## src/rtl/cdb_arbiter.sv

```systemverilog
// Round-robin arbiter driving NUM_BUSES registered common data buses from NUM_REQ units.
// Define CDB_ARB_STARVE_GUARD_EN to compile in the per-unit anti-starvation wait counters.
module cdb_arbiter #(
  parameter int NUM_REQ      = 5,
  parameter int NUM_BUSES    = 2,
  parameter int DATA_W       = 64,
  parameter int SRC_W        = $clog2(NUM_REQ),
  parameter int STARVE_LIMIT = 8
) (
  input  logic                        clock,
  input  logic                        reset,
  input  logic                        i_flush,
  input  logic [NUM_REQ-1:0]          i_req_valid,
  input  logic [NUM_REQ*DATA_W-1:0]   i_req_data,
  output logic [NUM_REQ-1:0]          o_req_grant,
  output logic [NUM_BUSES-1:0]        o_cdb_valid,
  output logic [NUM_BUSES*DATA_W-1:0] o_cdb_data,
  output logic [NUM_BUSES*SRC_W-1:0]  o_cdb_src
);

  logic [SRC_W-1:0]            r_rr_ptr;
  logic [NUM_BUSES-1:0]        r_cdb_valid;
  logic [NUM_BUSES*DATA_W-1:0] r_cdb_data;
  logic [NUM_BUSES*SRC_W-1:0]  r_cdb_src;

  logic [NUM_REQ-1:0]   w_eligible;
  logic [NUM_REQ-1:0]   w_grant;
  logic [NUM_BUSES-1:0] w_bus_valid;
  logic [SRC_W-1:0]     w_bus_src  [NUM_BUSES];
  logic [DATA_W-1:0]    w_bus_data [NUM_BUSES];
  logic [SRC_W-1:0]     w_next_ptr;

  assign w_eligible = i_req_valid & ~{NUM_REQ{i_flush | reset}};

`ifdef CDB_ARB_STARVE_GUARD_EN
  localparam int CNT_W = $clog2(STARVE_LIMIT + 1);
  logic [CNT_W-1:0] r_wait_cnt [NUM_REQ];
`endif

  // Winners take buses in the order found: starving units first (guard build), then the circular scan.
  always_comb begin
    int won;
    int idx;
    won        = 0;
    idx        = 0;
    w_grant    = '0;
    w_bus_valid = '0;
    w_next_ptr = r_rr_ptr;
    for (int k = 0; k < NUM_BUSES; k++) begin
      w_bus_src[k] = '0;
    end
`ifdef CDB_ARB_STARVE_GUARD_EN
    for (int i = 0; i < NUM_REQ; i++) begin
      if (w_eligible[i] && r_wait_cnt[i] == CNT_W'(STARVE_LIMIT) && won < NUM_BUSES) begin
        w_grant[i] = 1'b1;
        for (int k = 0; k < NUM_BUSES; k++) begin
          if (k == won) begin
            w_bus_valid[k] = 1'b1;
            w_bus_src[k]   = SRC_W'(i);
          end
        end
        won = won + 1;
      end
    end
`endif
    for (int j = 0; j < NUM_REQ; j++) begin
      idx = int'(r_rr_ptr) + j;
      if (idx >= NUM_REQ) idx = idx - NUM_REQ;
      if (w_eligible[idx] && !w_grant[idx] && won < NUM_BUSES) begin
        w_grant[idx] = 1'b1;
        for (int k = 0; k < NUM_BUSES; k++) begin
          if (k == won) begin
            w_bus_valid[k] = 1'b1;
            w_bus_src[k]   = SRC_W'(idx);
          end
        end
        w_next_ptr = (idx == NUM_REQ - 1) ? '0 : SRC_W'(idx + 1);
        won = won + 1;
      end
    end
  end

  always_comb begin
    for (int k = 0; k < NUM_BUSES; k++) begin
      w_bus_data[k] = '0;
      for (int i = 0; i < NUM_REQ; i++) begin
        if (w_bus_valid[k] && w_bus_src[k] == SRC_W'(i)) begin
          w_bus_data[k] = i_req_data[i*DATA_W +: DATA_W];
        end
      end
    end
  end

  always_ff @(posedge clock) begin
    if (reset) begin
      r_rr_ptr    <= '0;
      r_cdb_valid <= '0;
      r_cdb_data  <= '0;
      r_cdb_src   <= '0;
    end else begin
      r_rr_ptr    <= w_next_ptr;
      r_cdb_valid <= w_bus_valid;
      for (int k = 0; k < NUM_BUSES; k++) begin
        r_cdb_data[k*DATA_W +: DATA_W] <= w_bus_data[k];
        r_cdb_src[k*SRC_W +: SRC_W]    <= w_bus_src[k];
      end
    end
  end

`ifdef CDB_ARB_STARVE_GUARD_EN
  // Counts saturate at STARVE_LIMIT; a flush forgets all accumulated waiting.
  always_ff @(posedge clock) begin
    if (reset || i_flush) begin
      for (int i = 0; i < NUM_REQ; i++) r_wait_cnt[i] <= '0;
    end else begin
      for (int i = 0; i < NUM_REQ; i++) begin
        if (!i_req_valid[i] || w_grant[i]) begin
          r_wait_cnt[i] <= '0;
        end else if (r_wait_cnt[i] != CNT_W'(STARVE_LIMIT)) begin
          r_wait_cnt[i] <= r_wait_cnt[i] + 1'b1;
        end
      end
    end
  end
`endif

  assign o_req_grant = w_grant;
  assign o_cdb_valid = r_cdb_valid;
  assign o_cdb_data  = r_cdb_data;
  assign o_cdb_src   = r_cdb_src;

endmodule

```

## config.mk

```make
export PLATFORM = sky130hd
export DESIGN_NAME = cdb_arbiter
export DESIGN_NICKNAME = d
export VERILOG_FILES = /design/src/rtl/cdb_arbiter.sv
export SDC_FILE = /design/constraint.sdc
export NUM_CORES = 1
export LEC_CHECK = 0
export BUFFER_PORTS_ARGS = -buffer_cell sky130_fd_sc_hd__buf_2
export CAP_MARGIN = 20
export CELL_PAD_IN_SITES_DETAIL_PLACEMENT = 1
export CELL_PAD_IN_SITES_GLOBAL_PLACEMENT = 1
export CORE_AREA = 2 2 181 183
export CTS_CLUSTER_SIZE = 12
export DETAILED_ROUTE_END_ITERATION = 6
export DIE_AREA = 0 0 183 185
export PLACE_DENSITY_LB_ADDON = 0.3
export SKIP_LAST_GASP = 1
export SYNTH_ARGS = -nofsm -noshare
export SYNTH_HDL_FRONTEND = slang
export SYNTH_SLANG_ARGS = --single-unit
```

## constraint.sdc

```tcl
create_clock -name clock -period 9.5 [get_ports clock]
set_input_delay 1.9 -clock clock [delete_from_list [all_inputs] [get_ports clock]]
set_output_delay 1.9 -clock clock [all_outputs]
set_load 0.01 [all_outputs]
```

==> out/metrics.csv <==
metric;value;unit
io_buffers;468;
synthCells;1398;
cts_max_level;4;
io_pins;469;
start_util;34.38;%
slew_headroom;29.69;%
die-area;0.03386;sq mm
whs;1.163;ns
async_flop_share;0;%
dr.pass1.iters;5;
fin_skew;0.01434;ns
die_h;185;um
path_max_fanout;12;
grt_pass1_vias;14610;
synth_seq_area_share;25.26;%
worstSetupStartpointType;register;
dp_hpwl;44790;um
hold_class;register to register;
synth_area_per_cell;7.879;sq um
finalNetCount;2169;
critPathBufInv;5;
p_per_area;465.2;mW/mm^2
synth_edf_count;0;
numCtsBuffers;17;
rsz0062_at_grt;false;
worst_path_max_delay_cell;dfxtp_1;
finalCritPeriodShare;93.68;%
ys_types;83;
finalSetupTns;0;ns
grt_max_degree;72;
crit_family;adder cells;
slowest_delay;0.68;ns
hold_buffers;0;
routed_wl;61390;um
tightest_slew;1.055;ns
crit_required;7.60;ns
power_leakage;6.393;nW
status;complete, no violations;
post_cts_buffers;0;
dp_cells;2202;
irDropWorstVdd;0.4460;mV
drtAntennaViolNets;0;
syn_nets;1754;
drt_iter0_drc;1202;
clockRootBuffer;clkbuf_16;
drc;0;
num_vias;14400;
routabilityCongestion;0.9742;
yosys_warnings;0;
core;0.03204;sq mm
dpl_cell_area;0.01391;sq mm
path_class;register to output port;
synth-seq-cells;139;
grt_usage;34.91;%
max_freq;112.4;MHz
cts_tree;yes;
end_kind;output port;
cts_resized;0;
wire_per_inst;27.36;um
antenna_found_initial;13;
hold_viol;0;
clkSinkCount;139;
rows;66;
synth_ff_type;dfxtp_1;
synth_area;0.01101;sq mm
avgViaCountPerCell;6.415;
worstPathCellList;inv_1 > ha_1 > inv_1 > ha_1 > a21o_1 > nand3_1 > a31oi_1 > nor3_2 > buf_4 > o31ai_1 > inv_1 > ha_1 > nand2b_1 > nor2_1 > fa_1 > ha_1 > a311o_1 > mux2i_1 > nand4_1 > or4_1 > o311ai_0 > buf_2;
fp.dieW;183;um
grt_pass1_wl;90820;um
syn_to_final_growth;32.11;%
drv_slew;0;
grt_overflow;0;
min_period;8.899;ns
final_area;0.01455;sq mm
stdcell_count;2244;
drive_gt1_share;32.75;%
fillers;4061;
arrival;7.00;ns
finalSetupViolations;0;
clockBufferDepth;2;
max_cap_viol_count;0;
clk_pin_slew;0.06;ns
cpMostUsedCell;ha_1;
clock_latency;0.44;ns
-- Yosys cell counts, types with 10 or more instances --
cell type  count  area (sq um)
a211oi_1      64         480.5
a21o_1        10         75.07
a21oi_1       40         200.2
a221oi_1      39         341.6
a22o_1        17         148.9
a22oi_1      144          1081
a2bb2oi_1     12         105.1
a31oi_1       31         193.9
and3_1        55         344.1
buf_2         40         200.2
clkbuf_1      75         281.5
dfxtp_1      139          2783
ha_1          26         325.3
inv_1         36         135.1
mux2i_1       86         860.8
nand2_1      131         491.7
nand3_1       28         140.1
nor2_1        87         326.6
nor2b_1       10         62.56
nor3_1        13         65.06
o21ai_0       85         425.4
o21bai_1      17         127.6
o221ai_1      41         359.1
o31ai_1       16         120.1
-- final timing paths --
kind,from,to,slack (ns),cells after the start
max reg2reg,r_rr_ptr[1],o_cdb_data[57],1.45,25
max,r_rr_ptr[1],o_req_grant[1],0.60,22
min,r_rr_ptr[1],r_rr_ptr[1],1.16,4
min reg2reg,r_rr_ptr[1],r_rr_ptr[1],1.16,4
-- state kept, by name, indices dropped and copies added, names as in the netlist --
register	count
r_rr_ptr	3
o_cdb_data	128
o_cdb_src	6
o_cdb_valid	2
-- layout by cell type, fill, tap and decap left out, drive strengths merged, types with 12 or more instances in the layout --
cell	count
a211oi	66
a21oi	41
a221oi	41
a22o	17
a22oi	144
a2bb2oi	12
a31oi	31
and3	55
buf	524
clkbuf	22
dfxtp	139
ha	26
inv	41
mux2i	86
nand2	131
nand3	28
nor2	87
nor3	14
o21ai	87
o21bai	17
o221ai	41
o31ai	16
-- power by group --
| group | internal [mW] | switching [mW] | total, mW |
|---|---|---|---|
| registers | 0.769 | 0.0504 | 0.819 |
| clock network | 0.434 | 0.280 | 0.713 |
| logic | 1.91 | 3.33 | 5.24 |
-- area by class of cell --
cell class                      count  area, sq um  area share [%]
Clock buffer                       22        474.2           3.259
Tap cell                          408        510.5           3.508
Sequential cell                   139         2783           19.12
Clock inverter                     10        137.6          0.9458
Inverter                           40        150.1           1.032
Antenna cell                       10        25.02          0.1720
Timing Repair Buffer              524         2865           19.69
Multi-Input combinational cell   1091         7606           52.27
-- through the flow --
| step | total power [mW] | setup WS, ns | util (%) |
|---|---|---|---|
| after global routing | 7.208 | 0.1923 | 45.39 |
| after floorplan | 4.240 | 0.9408 | - |
| after detailed placement | 5.974 | 0.8417 | 43.43 |
| final | 6.770 | 0.6008 | 45.42 |
| after CTS | 6.711 | 0.7131 | 45.34 |
| after global placement | 5.880 | 0.9233 | 43.43 |
-- tightest hold or removal path, delay by kind of cell, from the launching register on --
family | cells | cell delay, ns
flip-flops | 1 | 0.49
AO/OA/AOI/OAI | 3 | 0.49
AND/OR/NAND/NOR | 1 | 0.12
-- logic make-up (layout without fill, tap and decap cells) --
family | Yosys count | after routing | share of synthesized area (%)
AO/OA/AOI/OAI | 587 | 587 | 39.25
XOR/XNOR | 9 | 9 | 0.7156
adder cells (fa/ha/maj) | 28 | 28 | 3.317
buffers and inverters | 168 | 596 | 6.623
flip-flops | 139 | 139 | 25.26
multiplexers | 95 | 95 | 8.770
other | 0 | 10 | 0
AND/OR/NAND/NOR | 372 | 372 | 16.06
-- routing by layer --
| metal | part of all wire (%) | GRT usage [%] | vias to the layer above |
|---|---|---|---|
| met4 | 4.3 | 17.22 | 8 |
| met1 | 40 | 43.26 | 7099 |
| li1 | - | - | 6292 |
| met3 | 8.2 | 7.609 | 156 |
| met2 | 48 | 57.39 | 840 |
| met5 | 0.081 | 0 | - |
No activity file was read; power rests on OpenSTA's default activity.
